<file path="config.mk">
export PLATFORM = sky130hd
export DESIGN_NAME = float_to_pcm
export DESIGN_NICKNAME = d
export VERILOG_FILES = /design/src/rtl/float_to_pcm.sv
export SDC_FILE = /design/constraint.sdc
export NUM_CORES = 1
export LEC_CHECK = 0
export BUFFER_PORTS_ARGS = -buffer_cell sky130_fd_sc_hd__buf_2
export CORE_MARGIN = 1
export CORE_UTILIZATION = 40
export DETAILED_ROUTE_END_ITERATION = 12
export PLACE_DENSITY_LB_ADDON = 0.25
export SLEW_MARGIN = 20
export SYNTH_ARGS = -nofsm -noshare
export SYNTH_HDL_FRONTEND = slang
export SYNTH_SLANG_ARGS = --single-unit
</file>
<file path="constraint.sdc">
create_clock -name clk -period 5.1 [get_ports clk]
set_input_delay 0.765 -clock clk [delete_from_list [all_inputs] [get_ports clk]]
set_output_delay 0.765 -clock clk [all_outputs]
set_load 0.05 [all_outputs]
</file>
<file path="src/rtl/float_to_pcm.sv">
// rtl/float_to_pcm.sv - floating-point sample to saturated signed PCM with warm-up discard and output FIFO
//
// Ports:
//   clk        single clock
//   rst        synchronous active-high reset
//   in         sample {sign, exp[EXP_W], mant[MANT_W]}, exponent bias 2^(EXP_W-1)-1
//   in_valid   new sample this cycle
//   out_data   PCM word at the FIFO head (0 while empty)
//   out_valid  FIFO not empty
//   out_ready  consumer accepts out_data
//   sat        pulse: sample in stage 2 was clipped
//   drop       pulse: converted sample lost to a full FIFO
//   level      FIFO occupancy
// Build option: FLOAT_PCM_ROUND_EN selects round-half-away-from-zero on right shifts
// (truncation otherwise).

module float_to_pcm #(
    parameter int OUT_W      = 16,
    parameter int FRAC_W     = 15,
    parameter int WARMUP     = 64,
    parameter int FIFO_DEPTH = 8,
    parameter int EXP_W      = 8,
    parameter int MANT_W     = 23
) (
    input  logic                          clk,
    input  logic                          rst,
    input  logic [EXP_W+MANT_W:0]         in,
    input  logic                          in_valid,
    output logic [OUT_W-1:0]              out_data,
    output logic                          out_valid,
    input  logic                          out_ready,
    output logic                          sat,
    output logic                          drop,
    output logic [$clog2(FIFO_DEPTH):0]   level
);

    localparam int BIAS  = 2**(EXP_W-1) - 1;
    localparam int SIG_W = MANT_W + 1;
    localparam int SH_W  = $clog2(2**EXP_W + OUT_W + FRAC_W + MANT_W) + 2;
    // Wide enough for any left shift that is not already known to overflow.
    localparam int MW    = SIG_W + OUT_W + 1;
    localparam int WC_W  = $clog2(WARMUP + 2);
    localparam int AW    = $clog2(FIFO_DEPTH);

    localparam logic [MW-1:0] POS_MAX = MW'(2**(OUT_W-1) - 1);
    localparam logic [MW-1:0] NEG_MAG = MW'(2**(OUT_W-1));

    // ---------------- warm-up discard ----------------
    logic [WC_W-1:0] warm_cnt;
    logic            warm_done;
    logic            accept;

    assign warm_done = (warm_cnt == WC_W'(WARMUP));
    assign accept    = in_valid && warm_done;

    always_ff @(posedge clk) begin
        if (rst) begin
            warm_cnt <= '0;
        end else if (in_valid && !warm_done) begin
            warm_cnt <= warm_cnt + WC_W'(1);
        end
    end

    // ---------------- stage 1: unpack ----------------
    logic                   in_sign;
    logic [EXP_W-1:0]       in_exp;
    logic [MANT_W-1:0]      in_mant;
    logic signed [SH_W-1:0] in_sh;

    assign {in_sign, in_exp, in_mant} = in;
    assign in_sh = $signed(SH_W'(in_exp)) - SH_W'(BIAS - FRAC_W + MANT_W);

    logic                   s1_valid;
    logic                   s1_sign;
    logic [SIG_W-1:0]       s1_sig;
    logic signed [SH_W-1:0] s1_sh;
    logic                   s1_inf;

    always_ff @(posedge clk) begin
        if (rst) begin
            s1_valid <= 1'b0;
            s1_sign  <= 1'b0;
            s1_sig   <= '0;
            s1_sh    <= '0;
            s1_inf   <= 1'b0;
        end else begin
            s1_valid <= accept;
            s1_sign  <= in_sign;
            s1_sig   <= (in_exp == '0) ? '0 : {1'b1, in_mant};
            s1_sh    <= in_sh;
            s1_inf   <= &in_exp;
        end
    end

    // ---------------- stage 2: shift, sign, saturate ----------------
    logic [MW-1:0]    mag;
    logic             ovf;
    logic [SH_W-1:0]  rsh;

    always_comb begin
        mag = '0;
        ovf = 1'b0;
        rsh = '0;
        if (s1_inf) begin
            ovf = 1'b1;
        end else if (!s1_sh[SH_W-1]) begin
            // A leading one shifted to bit OUT_W or beyond can never fit.
            if (s1_sh >= SH_W'(OUT_W)) begin
                ovf = (s1_sig != '0);
            end else begin
                mag = MW'(s1_sig) << s1_sh;
            end
        end else begin
            rsh = -s1_sh;
`ifdef FLOAT_PCM_ROUND_EN
            mag = (MW'(s1_sig) + (MW'(1) << (rsh - SH_W'(1)))) >> rsh;
`else
            mag = MW'(s1_sig) >> rsh;
`endif
        end
    end

    logic [OUT_W-1:0] s2_next;
    logic             sat_next;

    always_comb begin
        s2_next  = '0;
        sat_next = 1'b0;
        if (!s1_sign) begin
            if (ovf || mag > POS_MAX) begin
                s2_next  = {1'b0, {(OUT_W-1){1'b1}}};
                sat_next = 1'b1;
            end else begin
                s2_next = mag[OUT_W-1:0];
            end
        end else begin
            // Magnitude exactly 2^(OUT_W-1) is representable when negative.
            if (ovf || mag > NEG_MAG) begin
                s2_next  = {1'b1, {(OUT_W-1){1'b0}}};
                sat_next = 1'b1;
            end else begin
                s2_next = '0 - mag[OUT_W-1:0];
            end
        end
    end

    logic             s2_valid;
    logic [OUT_W-1:0] s2_data;
    logic             s2_sat;

    always_ff @(posedge clk) begin
        if (rst) begin
            s2_valid <= 1'b0;
            s2_data  <= '0;
            s2_sat   <= 1'b0;
        end else begin
            s2_valid <= s1_valid;
            s2_data  <= s2_next;
            s2_sat   <= sat_next;
        end
    end

    assign sat = s2_valid && s2_sat;

    // ---------------- output FIFO ----------------
    logic [AW:0]      wr_ptr;
    logic [AW:0]      rd_ptr;
    logic [OUT_W-1:0] mem [FIFO_DEPTH];
    logic             empty;
    logic             full;
    logic             push;
    logic             pop;
    logic             drop_q;

    assign empty = (wr_ptr == rd_ptr);
    assign full  = (wr_ptr[AW-1:0] == rd_ptr[AW-1:0]) && (wr_ptr[AW] != rd_ptr[AW]);
    assign pop   = out_valid && out_ready;
    // A pop frees the head slot in the same edge, so a push at full still fits.
    assign push  = s2_valid && (!full || pop);

    always_ff @(posedge clk) begin
        if (rst) begin
            wr_ptr <= '0;
            rd_ptr <= '0;
            drop_q <= 1'b0;
        end else begin
            if (push) begin
                wr_ptr <= wr_ptr + (AW+1)'(1);
            end
            if (pop) begin
                rd_ptr <= rd_ptr + (AW+1)'(1);
            end
            drop_q <= s2_valid && full && !pop;
        end
    end

    always_ff @(posedge clk) begin
        if (!rst && push) begin
            mem[wr_ptr[AW-1:0]] <= s2_data;
        end
    end

    assign out_valid = !empty;
    assign out_data  = empty ? '0 : mem[rd_ptr[AW-1:0]];
    assign drop      = drop_q;
    assign level     = wr_ptr - rd_ptr;

endmodule

</file>
==> impl_metrics.yaml, run 1 <==
route:
  initial_detailed_routing_violation_count: 586
  drt_wl_total_um: 29700
  post_drt_wl_per_cell_um: 20.9
  drc: 0
  route.antenna.remaining_nets: 0
  routed_via_density: 5.90
  dr_total_vias: 8389
  drt_pass1_iterations: 5
timing:
  drv_slew: 0
  final.hold.worst_slack_ns: 0.432
  relSlewSlack_pct: 39.5
  final.setup_skew_ns: 0.0219
  grt_setup_unrepaired: "no"
  final_hold_viol_count: 0
  timing.setup.tns_ns: 0
  fin_crit_sh_pct: 81.9
  setup_violations: 0
  worst-slew-pin-transition_ns: 0.906
  max_freq_ghz: 0.239
  post-route-min-period_ns: 4.18
clock_tree:
  cts_setup_buffers: 0
  clk-insertion-delay-late_ns: 0.53
  clk_root_buffer_cell: "clkbuf_16"
  cts.sinks: 201
  cts_hold_buffers: 0
  clock_tree_from_tritoncts: "built"
  cts-resized-gates: 0
  ctsHtreeMaxLevel: 1
  clkTransAtPathRegs_ns: 0.06
  cts-buffers-inserted: 22
  cts_max_path_buffers: 3
layout:
  share_of_cells_above_drive_strength_1_pct: 21.6
  core_util_final_pct: 46.0
  layout.filler_cells: 2681
  layout-area-overhead-vs-synth_pct: 12.3
  most_common_cell_after_layout_fill_and_taps_aside: "edfxtp_1"
  layout.cell_area.non_filler_um2: 12900
  commonest_cells_after_routing_fill_and_taps_aside: "edfxtp_1, dfxtp_1, nor2_1, mux2i_1, buf_2"
  num_antenna_cells: 0
  fin_nets: 1077
setup_path:
  setup.worst_path.class: "flop to flop"
  critical_path.endpoint_type: "flop"
  path_max_fanout: 39
  worst_setup_sp_type: "flop"
  cp_data_required_time_ns: 5.51
  worst-endpoint-arrival_ns: 4.59
  r2r_cells: 11
floorplan:
  placementRows: 61
  die_h_um: 172
  die_w_um: 172
  starting_utilization_of_the_core_area_pct: 41.0
  core-area_um2: 28100
  ios: 59
  floorplan.die_area_um2: 29500
logic_synthesis:
  syn-cell-area_um2: 11500
  ys_seq_elements: 201
  post-synth-top-area-cell: "edfxtp_1"
  synth_top_area_share_pct: 33.4
  synth-seq-area-share_pct: 46.1
  post_synth_num_cell_types: 89
  synthesis.nets: 1043
  yosys-top-cells-area: "edfxtp_1, dfxtp_1, mux4_2"
  synth_async_sr_flop_share_pct: 0
  netlist_instances: 994
  synth-edff-count: 128
  synthesized_area_divided_by_synthesized_cell_count_um2: 11.6
  synth-warning-count: 0
  synth_ff_type: "edfxtp_1"
run_status:
  run_status: "completed"
pwr:
  ir_worst_vdd_uv: 225
  power_density_nw_per_um2: 329
  leakagePower_nw: 4.42
global_route:
  via_count_of_the_first_global_routing_pass: 8385
  grt_usage_pct: 21.0
  grt_start_max_net_pins: 48
  total_congestion_overflow_after_global_routing: 0
  first_pass_grt_wire_length_um: 47400
  number_of_antenna_violations_at_the_first_check_in_global_routing: 0
worst_hold_path:
  worstHoldPathCells: 2
  hold_path.class: "input port to flop"
placed_design:
  total_placed_instance_area_um2: 12200
  port-buffer-count: 58
  place.detailed.hpwl_um: 21000
  routabilityCongestion: 0.983
run:
  drv_cap: 0
## sequential cells by signal, summed over array words and instances, names as in the netlist, named ones only
signal,count
s2_data,16
s2_valid,1
s2_sat,1
s1_inf,1
s1_sh,9
s1_sig,24
wr_ptr,4
rd_ptr,4
s1_sign,1
s1_valid,1
mem,128
warm_cnt,7
drop,1
## power by group
group	internal, mW	switching [mW]	leakage (nW)
Combinational	0.289	0.419	2.29
Sequential	1.79	0.0827	1.75
Clock	1.02	0.654	0.379
Total	3.10	1.16	4.42
## cells in the mapped netlist (11+ instances only)
library cell    n
ha_1           12
nor3_1         27
nand4_1        17
mux2i_1        70
nand3_1        28
nor4_1         15
xnor2_1        15
mux2_2         17
o31ai_1        11
o22ai_1        12
nand2_1        52
buf_2          17
edfxtp_1      128
dfxtp_1        73
or4_1          11
and2_1         29
clkbuf_1       36
nand2b_1       15
mux4_2         57
inv_1          27
nor2_1         70
a21oi_1        33
o211ai_1       13
o21ai_0        26
## worst paths after layout
check,endpoint,slack [ns],from
worst max-delay path,s2_data[11],0.92,s1_sh[0]
worst min-delay path,s1_sig[15],0.43,in[15]
worst max register to register,s2_data[11],0.92,s1_sh[0]
worst min register to register,s2_valid,0.44,s1_valid
## cells by family (layout without fill, tap and decap cells)
logic type / count (synthesis) / count (layout) / synth area share, %
AOI/OAI and AO/OA: 190 / 190 / 12.4
xor gates and xnor gates: 26 / 26 / 2.14
adders and majority gates: 13 / 13 / 1.48
buffers and inverters: 104 / 154 / 4.03
DFF: 201 / 201 / 46.1
muxes: 146 / 146 / 19.2
and+or+nand+nor: 314 / 314 / 14.6
## routing by layer
layer / share of wire, % / global-route usage (%) / up-vias
met2: 48 / 35.2 / 257
li1: - / - / 3952
met1: 44 / 27.1 / 4099
met4: 4.6 / 9.51 / 0
met5: 0 / 0 / -
met3: 4.2 / 2.67 / 81
## critical path, stage by stage, from the launching register on
cell and delay, ns:
dfxtp_2 0.33, buf_4 0.31, buf_4 0.50, mux2_2 0.42
nand3_1 0.10, a311oi_1 0.15, o21ai_0 0.41, o2111ai_1 0.31
o21bai_1 0.36, o41ai_4 0.63, nand2_4 0.16, a2111oi_2 0.38
## layout make-up
type / instances / area (um^2) / share of cell area [%]
sequential: 201 / 5310 / 41.0
clock inverter: 15 / 198 / 1.53
inverter: 28 / 105 / 0.813
tap: 378 / 473 / 3.66
multi-input combinational: 689 / 5760 / 44.6
timing repair buffer: 86 / 513 / 3.97
clock buffer: 25 / 572 / 4.42
## metrics by stage
step                      setup WS [ns]  power [mW]  std cells
after global placement             1.06        2.61       1382
after CTS                         0.958        4.28       1422
final                             0.921        4.25       1422
after floorplan                   0.663        2.41        994
after detailed placement          0.989        2.61       1382
after global routing              0.574        4.43       1422
(Power assumes the default switching activity.)
==> inputs of run 2 (changes only) <==
ABC_AREA = 1   (was default)
clock period = 3.6 ns   (was 5.1 ns; I/O delays follow)
==> impl_metrics.yaml, run 2 <==
clock_tree:
  ctsHtreeMaxLevel: 1
  cts.sinks: 201
  clk-insertion-delay-late_ns: 0.51
  clkTransAtPathRegs_ns: 0.06
  clk_root_buffer_cell: "clkbuf_16"
  cts-buffers-inserted: 22
  cts_max_path_buffers: 3
  clock_tree_from_tritoncts: "built"
timing:
  relSlewSlack_pct: 45.4
  worst-slew-pin-transition_ns: 0.819
  drv_slew: 0
  post-route-min-period_ns: 3.38
  max_freq_ghz: 0.296
  final_hold_viol_count: 0
  setup_violations: 0
  fin_crit_sh_pct: 93.9
  final.setup_skew_ns: 0.0140
pwr:
  leakagePower_nw: 5.89
  combinationalPowerShare_pct: 24.0
  swShare_pct: 31.7
  power_switching_mw: 2.05
  power.share.clock_pct: 35.8
  ir_worst_vdd_uv: 274
  p_seq_share_pct: 40.2
  cell_internal_pwr_mw: 4.43
  power_density_nw_per_um2: 478
floorplan:
  ios: 59
  starting_utilization_of_the_core_area_pct: 41.1
  core-area_um2: 28200
  floorplan.die_area_um2: 29600
  die_h_um: 172
  die_w_um: 172
  placementRows: 61
setup_path:
  cp_data_required_time_ns: 3.06
  worst-path-buf-inv: 3
  setup.reg_to_reg.worst_slack_ns: 0.23
  critical_path.endpoint_type: "primary output"
  critical_path_cell_count: 8
  slowest_delay_ns: 0.50
  r2r_cells: 25
  cp_slowest_cell: "inv_1"
  cp_cell_sequence: "inv_1, ha_1, nand3_1, nor2_1, inv_1, o21ai_0, a31oi_1, buf_2"
  crit_path_frequent_cell: "inv_1"
  critical_path.reg2reg.endpoint: "s2_sat"
  path_max_fanout: 17
  worst-endpoint-arrival_ns: 2.84
  critPathCapture: "out_data[1]"
  crit_start: "rd_ptr[1]"
  setup.worst_path.class: "flop to primary output"
  regToRegStartpoint: "s1_sh[0]"
  worst_setup_sp_type: "flop"
  critical_path.top_delay_family: "buffers and inverters"
route:
  post_drt_wl_per_cell_um: 16.2
  drt_wl_total_um: 32800
  initial_detailed_routing_violation_count: 836
  drc: 0
  route.antenna.remaining_nets: 0
  drt_pass1_iterations: 7
  dr_total_vias: 10900
  routed_via_density: 5.36
logic_synthesis:
  netlist_instances: 1546
  post-synth-top-area-cell: "edfxtp_1"
  synth_async_sr_flop_share_pct: 0
  synth-warning-count: 0
  ys_seq_elements: 201
  synthesized_area_divided_by_synthesized_cell_count_um2: 7.49
  yosys-top-cells-area: "edfxtp_1, dfxtp_1, nand2_1"
  synth_ff_type: "edfxtp_1"
  synth-seq-area-share_pct: 45.8
  synth_commonest_cells: "nand2_1, nor2_1, nand3_1"
  post-synth-top-count-cell: "nand2_1"
  synthesis.nets: 1595
  synth_top_area_share_pct: 33.2
  post_synth_num_cell_types: 47
  synth-edff-count: 128
  syn-cell-area_um2: 11600
placed_design:
  routabilityCongestion: 0.950
  place_inst: 1981
  place.detailed.hpwl_um: 22800
  port-buffer-count: 58
run:
  drv_cap: 0
layout:
  most_common_cell_after_layout_fill_and_taps_aside: "nand2_1"
  num_antenna_cells: 0
  layout-area-overhead-vs-synth_pct: 17.2
  share_of_cells_above_drive_strength_1_pct: 14.7
  commonest_cells_after_routing_fill_and_taps_aside: "nand2_1, nor2_1, nand3_1"
  final_instance_count_excl_fillers: 2029
  fin_nets: 1684
  largest_register_ffs: 128
  core_util_final_pct: 48.2
global_route:
  first_pass_grt_wire_length_um: 51500
  grt_start_max_net_pins: 65
  via_count_of_the_first_global_routing_pass: 10000
  total_congestion_overflow_after_global_routing: 0
  number_of_antenna_violations_at_the_first_check_in_global_routing: 0
  grt_usage_pct: 22.1
run_status:
  run_status: "completed"
worst_hold_path:
  hold_path.class: "input port to flop"
==> run 2: cell count changes in the layout (fill, tap and decap cells not counted), sizes merged, moves of 32 or more <==
cell,change
a21oi,+32
buf,+58
inv,+94
mux2i,-68
mux4,-58
nand2,+343
nand3,+129
nand4,+33
nor2,+140
o21ai,+126
==> run 2: repair_timing <==
item	in CTS	in global routing
gates cloned	0	4
endpoints found under the setup margin	1	17
pin swaps	0	15
setup buffers	0	4
hold buffers	0	0
gates resized for setup	1	33
==> run 2: stage by stage <==
step / setup WS, ns / instance area [um^2] / power [mW] / hold WS, ns / TNS, ns
final: 0.220 / 13600 / 6.48 / 0.241 / 0
after global routing: -0.0380 / 13600 / 6.80 / 0.232 / -0.0717
after CTS: 0.0344 / 13400 / 6.47 / 0.230 / 0
after detailed placement: -0.0269 / 12600 / 4.15 / 0.396 / -0.0269
after global placement: -0.0251 / 12600 / 4.15 / 0.391 / -0.0251
after floorplan: 0.0330 / 11600 / 3.68 / 0.388 / 0
==> run 2: final cells by class <==
class | count | area [um^2]
sequential | 201 | 5310
clock inverter | 13 | 158
inverter | 128 | 480
tap | 378 | 473
clock buffer | 27 | 599
fill | 2759 | 14600
timing repair buffer | 145 | 1030
multi-input combinational | 1137 | 5520
==> run 2: how the worst min path moves through the flow <==
stage	to	slack, ns	start	depth (start not counted)
global placement	s2_valid	0.39	s1_valid	2
floorplan	s2_valid	0.39	s1_valid	2
finish	s1_sig[6]	0.24	in[6]	3
CTS	s1_sig[14]	0.23	in[14]	3
detailed placement	s2_valid	0.40	s1_valid	2
global route	s1_sig[11]	0.23	in[11]	3
==> run 2: cells by family (layout without fill, tap and decap cells) <==
logic type / after synthesis / in the layout / share of synthesized area (%)
and+or+nand+nor: 838 / 841 / 31.6
xor gates and xnor gates: 11 / 11 / 0.832
adders and majority gates: 13 / 13 / 1.47
DFF: 201 / 201 / 45.8
muxes: 2 / 2 / 0.173
AOI/OAI and AO/OA: 270 / 270 / 12.5
buffers and inverters: 211 / 313 / 7.54
==> run 2: tightest hold or removal path: stages <==
cell    delay [ns]
buf_2         0.09
inv_1         0.04
nor2_1        0.03
==> run 2: power by group through the flow <==
stage | clock network, mW | registers [mW] | logic (mW)
after floorplan | 0 | 2.61 | 1.07
after global placement | 0 | 2.65 | 1.49
after detailed placement | 0 | 2.65 | 1.50
after CTS | 2.37 | 2.60 | 1.50
after global routing | 2.46 | 2.61 | 1.73
final | 2.32 | 2.61 | 1.56
==> run 2: per-layer routing <==
layer	up-vias	share of wire [%]	wire (um)	global-route usage, %
li1	5411	-	-	-
met1	5021	45	14600	28.6
met3	71	6.0	1950	3.32
met4	0	2.6	852	6.77
met2	368	47	15400	38.0
met5	-	0	0	0
